## src/rtl/keypad_emulator.sv

```systemverilog
// keypad_emulator: 4x4 keypad responder; latches key_in on key_valid&key_ready, presses it (bounce/hold/gap), drives active-low row from active-low col
module keypad_emulator #(
  parameter int BOUNCE_CYCLES = 0,
  parameter int HOLD_CYCLES = 16,
  parameter int GAP_CYCLES = 16
) (
  input  logic       clk,
  input  logic       rst,
  input  logic [3:0] key_in,
  input  logic       key_valid,
  output logic       key_ready,
  input  logic       abort,
  input  logic [3:0] col,
  output logic [3:0] row,
  output logic       pressed,
  output logic       busy,
  output logic       done
);
  typedef enum logic [1:0] {IDLE, BOUNCE, HOLD, GAP} state_t;
  localparam logic [15:0] BC = 16'(BOUNCE_CYCLES);
  localparam logic [15:0] HC = 16'(HOLD_CYCLES);
  localparam logic [15:0] GC = 16'(GAP_CYCLES);
  localparam logic [63:0] MAP = 64'h7BFEDCA629518403;
  state_t state, state_n;
  logic [15:0] cnt, cnt_n;
  logic [3:0] key, cr;
  logic [1:0] ph;
  logic pressed_n, done_n, accept, last;
  assign key_ready = state == IDLE;
  assign busy = !key_ready;
  assign accept = key_valid && key_ready;
  assign last = cnt == 16'd1;
  assign ph = BC[1:0] - cnt[1:0] + 2'd1;
  assign cr = MAP[{key, 2'b00} +: 4];
  always_comb begin
    state_n = state;
    cnt_n = cnt - 16'd1;
    pressed_n = 1'b0;
    done_n = 1'b0;
    case (state)
      IDLE: begin
        state_n = accept ? (BC != 16'd0 ? BOUNCE : HOLD) : IDLE;
        cnt_n = accept ? (BC != 16'd0 ? BC : HC) : cnt;
        pressed_n = accept;
      end
      BOUNCE: begin
        state_n = abort ? GAP : last ? HOLD : BOUNCE;
        cnt_n = abort ? GC : last ? HC : cnt - 16'd1;
        pressed_n = !abort && (last || ph < 2'd2);
      end
      HOLD: begin
        state_n = (abort || last) ? GAP : HOLD;
        cnt_n = (abort || last) ? GC : cnt - 16'd1;
        pressed_n = !(abort || last);
      end
      default: begin
        state_n = last ? IDLE : GAP;
        cnt_n = last ? 16'd0 : cnt - 16'd1;
        done_n = last;
      end
    endcase
  end
  always_ff @(posedge clk or posedge rst)
    if (rst) begin
      state <= IDLE;
      cnt <= '0;
      key <= '0;
      pressed <= 1'b0;
      done <= 1'b0;
    end else begin
      state <= state_n;
      cnt <= cnt_n;
      pressed <= pressed_n;
      done <= done_n;
      if (accept) key <= key_in;
    end
  always_comb begin
    row = 4'hF;
    if (pressed && !col[cr[3:2]]) row[cr[1:0]] = 1'b0;
  end
endmodule

```

## config.mk

```make
export PLATFORM = sky130hd
export DESIGN_NAME = keypad_emulator
export DESIGN_NICKNAME = d
export VERILOG_FILES = /design/src/rtl/keypad_emulator.sv
export SDC_FILE = /design/constraint.sdc
export NUM_CORES = 1
export LEC_CHECK = 0
export BUFFER_PORTS_ARGS = -buffer_cell sky130_fd_sc_hd__buf_2
export CAP_MARGIN = 20
export CORE_ASPECT_RATIO = 1.4
export CORE_MARGIN = 5
export CORE_UTILIZATION = 60
export CTS_CLUSTER_SIZE = 20
export DETAILED_ROUTE_END_ITERATION = 16
export PLACE_DENSITY_LB_ADDON = 0.3
export RECOVER_POWER = 50
export SLEW_MARGIN = 20
export SYNTH_ARGS = -nofsm -noshare
export SYNTH_HDL_FRONTEND = slang
export SYNTH_SLANG_ARGS = --single-unit
```

## constraint.sdc

```tcl
create_clock -name clk -period 3 [get_ports clk]
set_clock_uncertainty 0.05 [all_clocks]
set_input_delay 0 -clock clk [delete_from_list [all_inputs] [get_ports clk]]
set_output_delay 0 -clock clk [all_outputs]
set_load 0.03 [all_outputs]
```

## Yosys cells after proc, flatten, opt, wreduce, memory -nomap -nowiden

Index checks and enable logic that the tools add are counted.

| storage, ports and cells | value |
|---|---|
| register bits | 24 |
| bits in latches | 0 |
| RAM bits | 0 |
| bits in read-only memories | 0 |
| input bits | 12 |
| output and inout bits | 8 |
| logic and storage cells | 49 |
| memories kept | 0 |

| cells by class | value |
|---|---|
| add/subtract/negate cells | 3 |
| multipliers | 0 |
| divide/modulo/power cells | 0 |
| magnitude comparators | 4 |
| eq/ne operators | 4 |
| shifts and indexed selects | 1 |
| multiplexer cells | 19 |
| bitwise logic cells | 1 |
| reduce and logical (&&, ||, !) cells | 12 |

Operators with widths:

| operator | number |
|---|---|
| 2-to-1 mux 16 bit | 5 |
| variable part select 64 x 7 -> 4 bit, first input constant | 1 |
| case mux 16 bit (3 select lines) | 1 |
| == test 16 x 1 -> 1 bit, second input constant | 1 |
| subtractor 16 x 1 -> 16 bit, second input constant | 1 |
| 2-to-1 mux 2 bit | 4 |
| < comparator 2 x 3 -> 1 bit, second input constant | 2 |
| case mux 2 bit (3 select lines) | 1 |
| logical AND 1 bit | 4 |
| logical NOT 1 bit | 4 |
| 2-to-1 mux 1 bit | 4 |
| 2-to-1 mux 4 bit | 1 |
| NOT 4 bit | 1 |
| case mux 1 bit (3 select lines) | 1 |
| OR reduction 3 bit | 1 |
| adder 2 x 1 -> 2 bit, second input constant | 1 |
| binary-select mux 1 bit (select 2 bit) | 1 |
| demux 1 bit (select 2 bit) | 1 |
| == test 2 x 1 -> 1 bit, second input constant | 1 |
| == test 2 bit, second input constant | 1 |
| greater-or-equal comparator 2 x 1 -> 1 bit, second input constant | 1 |
| logical NOT 2 bit | 1 |
| logical OR 1 bit | 2 |
| < comparator 2 bit, second input constant | 1 |
| other kinds (2) | 2 |

## Longest topological paths before layout

| logic depth | value |
|---|---|
| depth after elaboration | 7 |
| gate-level depth with buffers | 7 |
| mapped depth without buffers | 7 |

## Least setup slack after synthesis

OpenSTA, ideal clock, no wires.

| timing | value |
|---|---|
| path kind | reg-to-reg |
| start point | reg state[0] |
| end point | reg key[0] |
| library setup time | 0.125 ns |
| data arrival time | 1.677 ns |
| data required time | 2.825 ns |
| slack | 1.148 ns |
| cell stages (with the launch flop) | 5 |
| path buffers | 1 |
| clock period less this slack | 1.852 ns |
| cell sequence | dfrtp_1 dlygate4sd1_1 nor2_1 nand2_1 mux2_2 |

| on the way | value |
|---|---|
| word-level cells in the longest chain between the ends | 2 |

RTL lines:

| element | line | text |
|---|---|---|
| from (decl) | 24 | `state_t state, state_n;` |
| from (signal assigned) | 71 | `state <= state_n;` |
| logical NOT 2 bit | 29 | `assign key_ready = state == IDLE;` |
| via key_ready | 11 | `output logic key_ready,` |
| logical AND 1 bit | 31 | `assign accept = key_valid && key_ready;` |
| to (signal assigned) | 75 | `if (accept) key <= key_in;` |
| to (decl) | 26 | `logic [3:0] key, cr;` |

The timed path passes the listed nets, and every way through them passes these cells.
A chain may end at the register's enable or synchronous reset.

## Worst setup path in the final report

| timing | value |
|---|---|
| start point | reg cnt[4] |
| end point | reg cnt[10] |

| on the way | value |
|---|---|
| word-level cells in the longest chain between the ends | 4 |
| elaborated cells between the ends (all ways) | 8 |
| those cells by class | add/sub (1); eq/ne (1); mux (5); reduce/logical (1) |

RTL lines:

| element | line | text |
|---|---|---|
| from (decl) | 25 | `logic [15:0] cnt, cnt_n;` |
| from (signal assigned) | 72 | `cnt <= cnt_n;` |
| subtractor 16 x 1 -> 16 bit / == test 16 x 1 -> 1 bit (equally long branches) | - |  |
| 2-to-1 mux 16 bit / logical OR 1 bit (equally long branches) | 48, 53 |  |
| 2-to-1 mux 16 bit (on tied branches) | 48, 53 |  |
| case mux 16 bit (3 select lines) (*) | 40 | `case (state)` |

Mark *: on every way between the ends. The rest lies on a longest branch, timed or not.

==> flow_summary.ini <==
[detailed_routing]
drcViolationCount = 0
drt_wl_total_mm = 3.05
drt_iter0_markers = 41
wl_per_cell_um = 15.2
antenna_left = 0
viasPerCell = 5.87
vias = 1180
drt_pass1_iterations = 4

[worst_setup_path]
worstRegToRegCells = 5
arrival_ns = 2.28
start_kind = flop
crit_required_ns = 3.14
worstSetupEndpointType = flop
r2r_slack_ns = 0.85
critPathKind = reg -> reg
cp_max_fo = 13

[layout]
mostFrequentLayoutCells = dfrtp_1 (24), nor2_1 (23), buf_2 (15)
layout-drive-gt1-share = 0.151
area_delta_synth_final_pct = 12.9
fin_nets = 194
antenna_cells = 0
final_area_mm2 = 0.00157
fillerInstances = 184
layout_commonest_cell = dfrtp_1

[place]
placed_area_mm2 = 0.00148
routabilityCongestion = 0.794
dp_hpwl_mm = 2.20
port_buffers = 19

[power_and_ir_drop]
max-vdd-ir-drop_mv = 0.562
power_density_mw_per_mm2 = 730
p_leak_nw = 0.705

[timing]
worstMarginPinSlew_ns = 0.907
setup_viol_count_final = 0
period_minus_slack_ns = 2.15
report.final.slew_viol_count = 0
tns_ns = 0
finalHoldViolCount = 0
grt_setup_unrepaired = false
max-slew-margin-rel = 0.395
fmax_mhz = 466
finalCritPeriodShare = 0.716

[synthesis]
avgSynthCellArea_um2 = 8.86
yosys.area_share.xor_xnor = 0.101
synthCells = 157
synth_top_cell_area_share = 0.432
synthMuxAreaShare = 0.0324
ys_ff_latch = 24
syn_area_mm2 = 0.00139
yosys_warnings = 0
yosys.area_share.simple = 0.252
synth_fa_ha_area_frac = 0.0180
syn-num-nets = 171
synth_top_cell_by_area = dfrtp_1
synth_top_family_by_area = simple AND/OR/NAND/NOR gates
ys_seq_area_frac = 0.432
synth_cell_types = 35
synth_area_leaders = dfrtp_1 (43%), xnor2_1 (7.6%), nor2_1 (6.2%), nand2_1 (3.8%), mux2_2 (3.2%)
synth_compound_area_frac = 0.116

[cts]
post_cts_buffers = 0
clkSlewWorstSetupHoldPaths_ns = 0.13
clkSinkCount = 24
htreeDepth = 1
cts_tree = built
root_buffer = clkbuf_4
cts_buffer_depth = 2
clk_latency_ns = 0.31
cts_buffers = 3

[hold_path]
hold_path_class = in -> reg
worstHoldPathCells = 3

[job]
maxCapViolCount = 0

[global_route]
grt_usage = 0.199
grt_pass1_vias = 1166
grt_pass1_wl_mm = 5.18
grt_max_degree = 25
grt_overflow_total = 0
antenna_found_initial = 0

[floorplanning]
num_rows = 20
die_height_um = 67.0
dieArea_mm2 = 0.00340
ioPinCount = 20
core_area_mm2 = 0.00220
initial_utilization = 0.632
die_x_um = 50.7

[status]
status = finished, final reports clean
[report_power, final]
part	internal (mW)	switching, mW	leakage, nW	total [mW]
Clock	0.0741	0.0944	0.0210	0.168
Combinational	0.186	0.224	0.379	0.411
Sequential	0.427	0.140	0.305	0.567
[sequential cells by signal, summed over array words and instances (netlist names)]
signal	count
cnt	16
done	1
key	4
pressed	1
state	2
[logic make-up (layout without fill, tap and decap cells)]
kind of cell | count (synthesis) | count (layout)
flip-flops | 24 | 24
AO/OA/AOI/OAI | 24 | 24
buffers and inverters | 16 | 38
XOR/XNOR | 16 | 16
AND/OR/NAND/NOR | 71 | 71
multiplexers | 4 | 4
adder cells (fa/ha/maj) | 2 | 2
[cells in the mapped netlist]
cell	count
nor4_1	6
a221oi_1	1
or3_1	3
or4_1	1
nor3_1	7
nor3_2	1
o31ai_1	1
dlygate4sd1_1	1
nor3b_1	1
o211a_1	2
o2bb2ai_1	1
dfrtp_1	24
a21oi_1	3
xnor2_1	12
and2b_1	1
buf_4	1
ha_1	2
a31o_2	1
clkbuf_1	5
nand3b_1	3
o2111a_1	1
nor2_1	23
nand2b_1	5
or2_2	1
o22ai_1	3
o31a_1	1
inv_1	9
xor2_1	4
nand2_1	14
mux2_2	4
a31oi_1	1
o21ai_0	8
a211oi_1	1
and3_2	1
nand3_1	4
[repair_timing]
item	in CTS	in global routing
hold endpoints to repair	29	0
hold buffers	6	0
gates resized for setup	0	0
[layer usage]
metal	global-route usage	wire (µm)	up-vias
li1	-	-	583
met5	0	0	-
met3	0.0403	146	6
met4	0.0799	68	0
met1	0.222	1240	546
met2	0.359	1590	45
[final timing paths]
| path | startpoint | end |
|---|---|---|
| hold reg to reg | cnt[9] | cnt[9] |
| setup reg to reg | cnt[4] | cnt[10] |
| max in group asynchronous | rst | key[3] |
| hold / removal | key_valid | state[1] |
| setup / recovery | cnt[4] | cnt[10] |
| min in group asynchronous | rst | cnt[12] |
[area by class of cell]
| class | count | area [µm²] | share of cell area |
|---|---|---|---|
| well taps | 22 | 27.5 | 0.0175 |
| multi-input cells | 117 | 722 | 0.460 |
| flip-flops and latches | 24 | 601 | 0.382 |
| inverters | 9 | 33.8 | 0.0215 |
| repair buffers | 25 | 150 | 0.0956 |
| clock buffers | 4 | 36.3 | 0.0231 |
[worst max-delay path, cell delays in order, from the launching register on]
cell	delay, ns
dfrtp_1	0.45
nor4_1	0.45
nand2_1	0.25
o2bb2ai_1	0.26
and2b_1	0.42
nor2_1	0.14
[stage by stage]
| step | setup WS (ns) | power (mW) | hold slack [ns] | utilization | cells |
|---|---|---|---|---|---|
| final | 0.852 | 1.15 | 0.0240 | 0.713 | 201 |
| after global routing | 0.696 | 1.24 | 0.0375 | 0.713 | 201 |
| after CTS | 0.881 | 1.14 | 0.0181 | 0.715 | 201 |
| after detailed placement | 0.903 | 0.965 | 0.169 | 0.672 | 191 |
| after global placement | 1.05 | 0.938 | 0.158 | 0.672 | 191 |
| after floorplan | 1.15 | 0.873 | -0.0354 | - | 157 |
No activity file was read; power rests on OpenSTA's default activity.
